<file path="src/rtl/uart_tx_arbiter.sv">
// uart_tx_arbiter: shares one UART TX FIFO write port between NUM_REQ byte-stream
// requesters. Whole messages are granted round-robin, optionally prefixed with a
// header byte (HDR_BASE | id), and cut at MAX_LEN payload bytes.
//
// Ports:
//   clk            system clock, all logic on posedge
//   reset_n        synchronous active-low reset
//   req_valid      per-requester byte valid
//   req_data       per-requester byte, requester i on [8*i+:8]
//   req_last       per-requester last-byte-of-message flag
//   req_ready      per-requester accept (combinational, only the owner in DATA)
//   tx_full        UART TX FIFO full
//   wr_uart        UART TX FIFO write strobe (combinational)
//   transmit_data  byte to the FIFO, 8'h00 whenever wr_uart is low (combinational)
//   grant          registered one-hot owner of the current message, 0 when idle
//   busy           registered, high while a message is in progress
//   len_err        registered one-cycle pulse when a message is cut at MAX_LEN
module uart_tx_arbiter #(
    parameter int unsigned NUM_REQ   = 4,
    parameter int unsigned MAX_LEN   = 16,
    parameter int unsigned HEADER_EN = 1,
    parameter logic [7:0]  HDR_BASE  = 8'hA0
) (
    input  logic                 clk,
    input  logic                 reset_n,
    input  logic [NUM_REQ-1:0]   req_valid,
    input  logic [8*NUM_REQ-1:0] req_data,
    input  logic [NUM_REQ-1:0]   req_last,
    output logic [NUM_REQ-1:0]   req_ready,
    input  logic                 tx_full,
    output logic                 wr_uart,
    output logic [7:0]           transmit_data,
    output logic [NUM_REQ-1:0]   grant,
    output logic                 busy,
    output logic                 len_err
);

    localparam int unsigned IDX_W = $clog2(NUM_REQ);
    localparam int unsigned CNT_W = $clog2(MAX_LEN + 1);
    localparam logic [CNT_W-1:0] CNT_FINAL = CNT_W'(MAX_LEN - 1);

    typedef enum logic [1:0] {
        IDLE,
        HEADER,
        DATA
    } state_t;

    state_t             state;
    logic [IDX_W-1:0]   last_grant;
    logic [IDX_W-1:0]   id;
    logic [CNT_W-1:0]   byte_cnt;

    logic               pick_found;
    logic [IDX_W-1:0]   pick_id;
    logic [IDX_W-1:0]   scan_idx;

    logic               sel_valid;
    logic               sel_last;
    logic [7:0]         sel_data;
    logic [7:0]         hdr_byte;

    logic               in_hdr;
    logic               in_data;
    logic               accept;
    logic               msg_end;

    // Round-robin pick: scan from last_grant+1 upward with wrap. The loop runs
    // from the farthest offset down so the nearest valid requester wins.
    always_comb begin
        pick_found = 1'b0;
        pick_id    = '0;
        scan_idx   = '0;
        for (int i = NUM_REQ - 1; i >= 0; i--) begin
            scan_idx = IDX_W'((32'(last_grant) + 32'd1 + 32'(i)) % NUM_REQ);
            if (req_valid[scan_idx]) begin
                pick_found = 1'b1;
                pick_id    = scan_idx;
            end
        end
    end

    // Owner lane select; grant is one-hot so OR-reduction is a clean mux.
    always_comb begin
        sel_valid = 1'b0;
        sel_last  = 1'b0;
        sel_data  = 8'h00;
        for (int i = 0; i < NUM_REQ; i++) begin
            if (grant[i]) begin
                sel_valid = sel_valid | req_valid[i];
                sel_last  = sel_last | req_last[i];
                sel_data  = sel_data | req_data[8*i +: 8];
            end
        end
    end

    assign hdr_byte = HDR_BASE | 8'(id);
    assign in_hdr   = (state == HEADER);
    assign in_data  = (state == DATA);

    // Write path is combinational so a byte never waits an extra cycle and
    // tx_full gates the strobe in the same cycle; reset forces it quiet.
    assign wr_uart       = reset_n & ~tx_full & (in_hdr | (in_data & sel_valid));
    assign req_ready     = (reset_n & in_data & ~tx_full) ? grant : '0;
    assign transmit_data = !wr_uart ? 8'h00 : (in_hdr ? hdr_byte : sel_data);

    assign accept  = wr_uart & in_data;
    assign msg_end = accept & (sel_last | (byte_cnt == CNT_FINAL));

    // Message FSM with registered grant/busy/len_err.
    always_ff @(posedge clk) begin
        if (!reset_n) begin
            state      <= IDLE;
            last_grant <= IDX_W'(NUM_REQ - 1);
            id         <= '0;
            byte_cnt   <= '0;
            grant      <= '0;
            busy       <= 1'b0;
            len_err    <= 1'b0;
        end else begin
            len_err <= 1'b0;
            unique case (state)
                IDLE: begin
                    if (pick_found) begin
                        grant <= NUM_REQ'(1) << pick_id;
                        id    <= pick_id;
                        busy  <= 1'b1;
                        state <= (HEADER_EN != 0) ? HEADER : DATA;
                    end
                end
                HEADER: begin
                    if (wr_uart) begin
                        state <= DATA;
                    end
                end
                DATA: begin
                    if (accept) begin
                        if (msg_end) begin
                            last_grant <= id;
                            grant      <= '0;
                            byte_cnt   <= '0;
                            busy       <= 1'b0;
                            state      <= IDLE;
                            // Reaching the end without last means the cut was by length.
                            len_err    <= ~sel_last;
                        end else begin
                            byte_cnt <= byte_cnt + CNT_W'(1);
                        end
                    end
                end
                default: begin
                    state <= IDLE;
                end
            endcase
        end
    end

endmodule

</file>
<file path="config.mk">
export PLATFORM = sky130hd
export DESIGN_NAME = uart_tx_arbiter
export DESIGN_NICKNAME = d
export VERILOG_FILES = /design/src/rtl/uart_tx_arbiter.sv
export SDC_FILE = /design/constraint.sdc
export NUM_CORES = 1
export LEC_CHECK = 0
export ABC_AREA = 1
export CAP_MARGIN = 20
export CORE_ASPECT_RATIO = 1.1
export CORE_UTILIZATION = 40
export DETAILED_ROUTE_END_ITERATION = 6
export PLACE_DENSITY = 0.8
export SYNTH_ARGS = -nofsm -noshare
export SYNTH_HDL_FRONTEND = slang
export SYNTH_SLANG_ARGS = --single-unit
</file>
<file path="constraint.sdc">
create_clock -name clk -period 1.9 [get_ports clk]
set_clock_uncertainty 0.15 [all_clocks]
set_input_delay 0.38 -clock clk [delete_from_list [all_inputs] [get_ports clk]]
set_output_delay 0.38 -clock clk [all_outputs]
set_load 0.005 [all_outputs]
</file>
* Yosys cells after proc, flatten, opt, wreduce, memory -nomap -nowiden
Index checks and enable logic that the tools add are counted.
Storage, ports and cells: bits in registers 17, bits of input ports 43, output and inout bits 19, logic and storage cells 97
Operators by class: $add $sub $neg 5, $lt $le $gt $ge 4, equal/unequal tests 7, shift-type cells 1, multiplexer cells 45, bitwise gates (word level) 20, reduce and logical (&&, ||, !) cells 8
Operators by type and width (count):
- $mux 8 | 6
- $or 8x8->8 | 3
- $mux 1 | 19
- $mux 2 | 8
- $mux 4 | 4
- $lt 2x3->1 const B | 4
- $reduce_and 4->1 | 3
- $bmux 1 s2 | 4
- $or 1x1->1 | 8
- $pmux 4 s2 | 1
- $and 1x1->1 | 7
- $pmux 2 s3 | 1
- $add 5x1->5 const B | 1
- $eq 5x4->1 const B | 1
- $mux 5 | 1
- $add 2x1->2 const B | 2
- $add 2x2->2 const B | 2
- $ne 2x1->1 const B | 2
- $ne 2x2->1 const B | 2
- $reduce_and 2->1 | 2
- $shl 1x2->4 const A | 1
- $reduce_and 3->1 | 1
- $eq 2x1->1 const B | 1
- $eq 2x2->1 const B | 1
- other kinds (4) | 5

* Longest topological paths before layout
Gate-level depths: netlist of the first run.
depth in word-level cells 15, depth in mapped cells 12, gate-level depth less buffers 12

* Least setup slack after synthesis of the first run
Ideal clock, no wire load.
path type reg-to-output, start register state[0], end output port transmit_data[0], arrival 1.207 ns, required time 1.370 ns, setup slack 0.163 ns, cell stages (with the launch flop) 7, path buffers 0, cell sequence dfxtp_1 -> inv_1 -> nor2_1 -> inv_1 -> nor2_1 -> nor2_1 -> a311oi_1
On the way: longest elaborated chain between the ends 5, elaborated cells between the ends (all ways) 7, classes of those cells eq/ne: 2; mux: 2; bitwise: 3
RTL lines:
- from (decl) | RTL line 48 | state_t state;
- from (signal assigned) | RTL line 127 | state <= (HEADER_EN != 0) ? HEADER : DATA;
- $eq 2x2->1 | RTL line 98 | assign in_data = (state == DATA);
- $and 1x1->1 | RTL line 102 | assign wr_uart = reset_n & ~tx_full & (in_hdr | (in_data & sel_valid));
- $or 1x1->1 | RTL line 102
- $and 1x1->1 | RTL line 102
- $mux 8 (*) | RTL line 104 | assign transmit_data = !wr_uart ? 8'h00 : (in_hdr ? hdr_byte : sel_data);
- to (decl) | RTL line 32 | output logic [7:0] transmit_data,
Mark *: on every way between the ends. The rest lies on a longest branch, timed or not.

* Final worst setup path of the first run
start register state[1], end output port transmit_data[0]
Same word-level chain as after synthesis.

==> run summary, run 1 <==
CTS Buffer Depth: 2
vias in the first global route: 1637
yosys warns: 0
worst vdd ir: 0.370 mV
CP Capture Type: primary output
Initial Utilization: 43.2%
fmax: 0.493 GHz
critical path required time: 1.37 ns
CTS HTree Levels: 1
most frequent CP cell: nor2_4
Netlist cell types: 27
Slowest-stage cell, CP: dfxtp_2
Ports: 62
Final Cycle Share: 107%
post-DP HPWL: 3010 um
Final TNS setup: -0.828 ns
maxcap violations: 0
DIE AREA: 3310 um^2
antenna violations before repair: 0
FILL cells: 200
status: complete, but fails checks
Post-Synthesis Net Count: 250
first-pass GRT wire length: 6560 um
cell taking the most area after synthesis: dfxtp_1
Chip Height: 60.2 um
Die Wd: 55.0 um
largest net degree at the start of global routing: 13
CTS tree: yes
P&R area growth vs syn: 88.3%
Seq/Total Area, Yosys: 27.6%
Leak Pwr: 1.11 nW
failing checks: setup timing
Final WS setup: -0.130 ns
Hold WC Path Type: reg -> reg
vias after detailed routing: 1770
type of the worst setup path: reg -> out
RSZ-0062 raised after global routing: true
Pwr per Cell Area: 450 nW/um^2
global-route usage over all layers: 27.5%
Mapped Area: 1230 um^2
register bit total from synthesis: 17
Arrival @ worst endpoint: 1.50 ns
number of routed nets with antenna violations: 0
final setup fails: 9
synthesized area per cell: 6.02 um^2
clock slew at reported path FFs: 0.11 ns
most common cell in the netlist: nand2_1
fraction of registers with async set/reset: 0%
DRT Wirelength: 4470 um
gp weighted congestion: 0.868
Post-synth top cells: nand2_1 (74), nor2_1 (25), inv_1 (20)
proportion of layout cells with a drive suffix above 1: 33.7%
Num CTS Buffers: 3
final hold violations: 0
grt met2 use: 50.8%
clock sink total: 17
ANT cells: 0
end-of-flow core utilization: 81.4%
Post-synth top flop: dfxtp_1
total grt overflow: 0
Slew headroom: 84.6%
Routed wire per std cell: 13.3 um
hold_ws: 0.317 ns
EDFF count, synth: 0
Slew @ Worst Pin: 0.230 ns
nets: 349
Crit path largest cell delay: 0.36 ns
met1 usage: 30.3%
worst path cell trace: inv_2, nor2_4, nand2_4, nor2_4, nor2_4, a311oi_2, buf_2
Worst Path Max Fanout: 5
nature of the critical path startpoint: flip-flop
clk_lat worst skew: 0.31 ns
Clock Tree Root: clkbuf_4
placement row count: 20
vias per cell: 5.27
port buffer count: 61
met3 Resource Use GR: 4.58%
Final Max Slew Viols: 0
Synth top area share: 27.6%
gr busiest metal: met2
ranking of synthesized cells by area: dfxtp_1 (28%), nand2_1 (23%), nor2_1 (7.6%), inv_1 (6.1%), a21oi_1 (4.9%)
initial drt markers: 37
DRC: 0
drt first pass iters: 4
CTS Hold Buffers Added: 0
Post-Synthesis Cells: 205
Final min period: 2.03 ns
core box area: 2850 um^2
cell type report:
type | instances | area, um^2 | share of cell area (%)
multi-input cells | 159 | 917 | 39.5
clock buffers | 3 | 22.5 | 0.969
clock inverters | 1 | 5.00 | 0.215
well taps | 33 | 41.3 | 1.78
repair buffers | 98 | 885 | 38.1
inverters | 25 | 96.3 | 4.15
flip-flops and latches | 17 | 357 | 15.3
critical path, delay by kind of cell (launching register included):
family                 cells  cell delay [ns]
and+or+nand+nor            4             0.45
buffers and inverters      2             0.20
AOI/OAI and AO/OA          1             0.18
DFF                        1             0.36
final timing paths:
| path | startpoint | to | slack [ns] | depth (start not counted) |
|---|---|---|---|---|
| max | state[1] | transmit_data[0] | -0.13 | 7 |
| min | busy | busy | 0.32 | 2 |
| max reg2reg | state[1] | grant[3] | 0.08 | 12 |
| min reg2reg | busy | busy | 0.32 | 2 |
through the flow:
stage                     area [um^2]  instances  power [mW]  setup WS [ns]
after floorplan                  1230        205       0.539          0.163
after global placement           2110        327       0.752         -0.737
after detailed placement         2110        327       0.755         -0.747
after CTS                        2220        336       0.986        -0.0710
after global routing             2320        336        1.10         -0.187
final                            2320        336        1.04         -0.130
power by group:
part	internal, mW	switching [mW]	leakage, nW
clock	0.0787	0.132	0.0177
sequential	0.377	0.0202	0.142
combinational	0.246	0.191	0.947
total	0.701	0.343	1.11
cells in the final DEF, fill, tap and decap left out, types with 5 or more instances in the layout:
master and n:
nor2_2 6, inv_1 16, inv_2 8, nor2_4 8, buf_2 12, clkdlybuf4s50_1 40
buf_4 30, dlygate4sd2_1 6, nand3_1 11, buf_6 5, dfxtp_1 10, nand2_2 8
a21oi_1 11, nand2_1 69, nor2_1 15
sequential cells by signal, indices dropped and copies added, names as in the netlist:
| name | cells |
|---|---|
| len_err | 1 |
| busy | 1 |
| id | 2 |
| state | 2 |
| last_grant | 2 |
| byte_cnt | 5 |
| grant | 4 |
logic make-up (layout without fill, tap and decap cells):
kind of cell,after synthesis,after routing,synth area share (%)
fa+ha+maj,2,2,2.03
buf+inv,29,127,8.82
xor+xnor,1,1,0.710
compound gates,31,31,17.0
flops,17,17,27.6
simple gates,125,125,43.8
metal layers:
| layer | routed length [um] | vias to the layer above | part of all wire (%) |
|---|---|---|---|
| met1 | 1860 | 803 | 42 |
| met3 | 286 | 13 | 6.4 |
| met5 | 0 | - | 0 |
| li1 | - | 864 | - |
| met4 | 103 | 0 | 2.3 |
| met2 | 2220 | 90 | 50 |
what timing repair did:
action,in CTS,in global routing
endpoints found under the setup margin,15,22
resized for setup,93,25
setup buffers,5,2
pin swaps,15,7
gates cloned,0,1
Power figures use the tool's default switching activity.
==> run 2, diff against run 1 <==
Settings changed: CELL_PAD_IN_SITES_DETAIL_PLACEMENT from default to 0, CELL_PAD_IN_SITES_GLOBAL_PLACEMENT from default to 1, CORE_UTILIZATION 40 to 26, PLACE_DENSITY 0.8 to default, PLACE_DENSITY_LB_ADDON from default to 0.1.
==> run summary, run 2 (same netlist as run 1, synthesis figures left out) <==
status: complete, but fails checks
failing checks: setup timing
CTS Hold Buffers Added: 0 (unchanged)
P&R area growth vs syn: 86.1%
Num CTS Buffers: 3 (unchanged)
Largest regs: byte_cnt: 5 flops, grant: 4 flops
number of routed nets with antenna violations: 0 (unchanged)
Cells after DPL: 347 (+6.1%)
Chip Height: 74.2 um (+23%)
R2R Setup Slk: 0.18 ns (+0.10 ns)
fmax: 0.512 GHz (+4.0%)
proportion of layout cells with a drive suffix above 1: 30.8% (-2.8 points)
Design Area, Final: 2300 um^2 (-1.2%)
Pwr per Cell Area: 457 nW/um^2 (+1.6%)
Clock Tree Root: clkbuf_8
NetSw: 0.300 mW (-13%)
Clk pwr share: 25.4% (+5.2 points)
clk_lat worst skew: 0.25 ns (-0.06 ns)
first-pass GRT wire length: 6760 um (+3.1%)
Final min period: 1.95 ns (-0.0779 ns)
CTS HTree Levels: 1 (unchanged)
DIE AREA: 5020 um^2 (+52%)
total grt overflow: 0 (unchanged)
maxcap violations: 0 (unchanged)
port buffer count: 61 (unchanged)
Slew headroom: 80.8% (-3.8 points)
final setup fails: 5 (-4)
RSZ-0062 raised after global routing: true
CTS tree: yes
vias in the first global route: 1566 (-4.3%)
type of the worst setup path: in -> out
worst vdd ir: 0.338 mV (-8.5%)
nets: 351 (+0.57%)
Comb pwr share: 37.2% (-4.6 points)
core box area: 4410 um^2 (+55%)
nature of the critical path startpoint: input port
Initial Utilization: 28.0% (-15 points)
clock sink total: 17 (unchanged)
Final Max Slew Viols: 0 (unchanged)
Leak Pwr: 1.08 nW (-2.0%)
Setup WS pre-CTS: -0.770 ns (-0.0232 ns)
final std cells w/o fill: 359 (+6.8%)
ANT cells: 0 (unchanged)
placement row count: 25 (+25%)
Hold WC Path Type: reg -> reg
CTS Buffer Depth: 2 (unchanged)
Arrival @ worst endpoint: 1.42 ns (-0.08 ns)
Worst Path Max Fanout: 3 (-2)
FILL cells: 473 (+140%)
Final Cycle Share: 103% (-4.1 points)
vias per cell: 4.51 (-14%)
DRC: 0 (unchanged)
vias after detailed routing: 1618 (-8.6%)
Power Internal: 0.748 mW (+6.7%)
number of flip-flops in the largest register: 5 (unchanged)
hold_ws: 0.307 ns (-0.00943 ns)
sequential power share: 37.4% (-0.6 points)
grt met2 use: 30.6% (-20 points)
Routed wire per std cell: 11.4 um (-14%)
Slew @ Worst Pin: 0.288 ns (+0.0582 ns)
CP Capture Type: primary output
gr busiest metal: met2
Ports: 62 (unchanged)
Die Wd: 67.7 um (+23%)
global-route usage over all layers: 17.4% (-10 points)
met3 Resource Use GR: 3.22% (-1.4 points)
Final WS setup: -0.0516 ns (+0.0779 ns)
critical path required time: 1.37 ns (about the same)
largest net degree at the start of global routing: 13 (unchanged)
Switching Share: 28.6% (-4.3 points)
commonest non-fill, non-tap cells in the layout: nand2_1 (74), clkdlybuf4s50_1 (39), buf_4 (35)
met1 usage: 22.1% (-8.3 points)
Tot Pwr: 1.05 mW (+0.36%)
initial drt markers: 124 (+240%)
end-of-flow core utilization: 52.1% (-29 points)
DRT Wirelength: 4100 um (-8.3%)
most common cell after layout, fill and taps aside: nand2_1
drt first pass iters: 4 (unchanged)
Final TNS setup: -0.176 ns (+0.652 ns)
clock slew at reported path FFs: 0.06 ns (-0.05 ns)
final hold violations: 0 (unchanged)
gp weighted congestion: 0.769 (-11%)
placed inst area: 2130 um^2 (+0.89%)
Most flops, register: byte_cnt
antenna violations before repair: 0 (unchanged)
post-DP HPWL: 3330 um (+10%)
-- run 2: changes by cell type in the layout (fill, tap and decap cells not counted), sizes merged --
cell | previous run | this run
dlymetal6s2s | 2 | 3
buf | 49 | 48
clkdlybuf4s50 | 40 | 39
clkbuf | 4 | 8
dlygate4sd2 | 6 | 4
clkdlybuf4s15 | 0 | 2
clkinv | 1 | 0
-- run 2: path summary, 6_finish.rpt --
kind            start  depth (start not counted)                to
min              busy                          2              busy
max reg2reg  grant[3]                         11          state[1]
max           tx_full                          8  transmit_data[7]
min reg2reg      busy                          2              busy
-- run 2: per-layer routing --
metal / wire (um) / share of wire, % / vias to the layer above
met3: 208 / 5.1 / 0
met2: 2070 / 50 / 47
met4: 0 / 0 / 0
met1: 1830 / 45 / 700
li1: - / - / 871
met5: 0 / 0 / -
-- run 2: cell type report --
cell class              count  area, um^2  share of cell area, %
multi-input cells         159         878                   38.3
repair buffers            100         857                   37.3
flip-flops and latches     17         349                   15.2
inverters                  25        98.8                   4.31
well taps                  54        67.6                   2.94
clock buffers               4        45.0                   1.96
-- run 2: power groups by stage --
stage	sequential, mW	clock (mW)	combinational, mW
floorplan	0.396	0	0.143
global placement	0.396	0	0.358
detailed placement	0.397	0	0.356
CTS	0.392	0.274	0.379
global route	0.394	0.290	0.430
finish	0.392	0.266	0.390
-- run 2: timing repair --
item                       CTS  global route
gates resized for setup     68            28
buffers inserted             5             4
setup endpoints to repair   16            19
pin swaps                   10            16
-- run 2: critical path, cell delays in order --
cell,delay [ns]
dlygate4sd2_1,0.26
nor2_4,0.12
nand2_2,0.08
nor2_4,0.15
nor2_4,0.05
buf_6,0.12
a41oi_2,0.13
buf_2,0.13
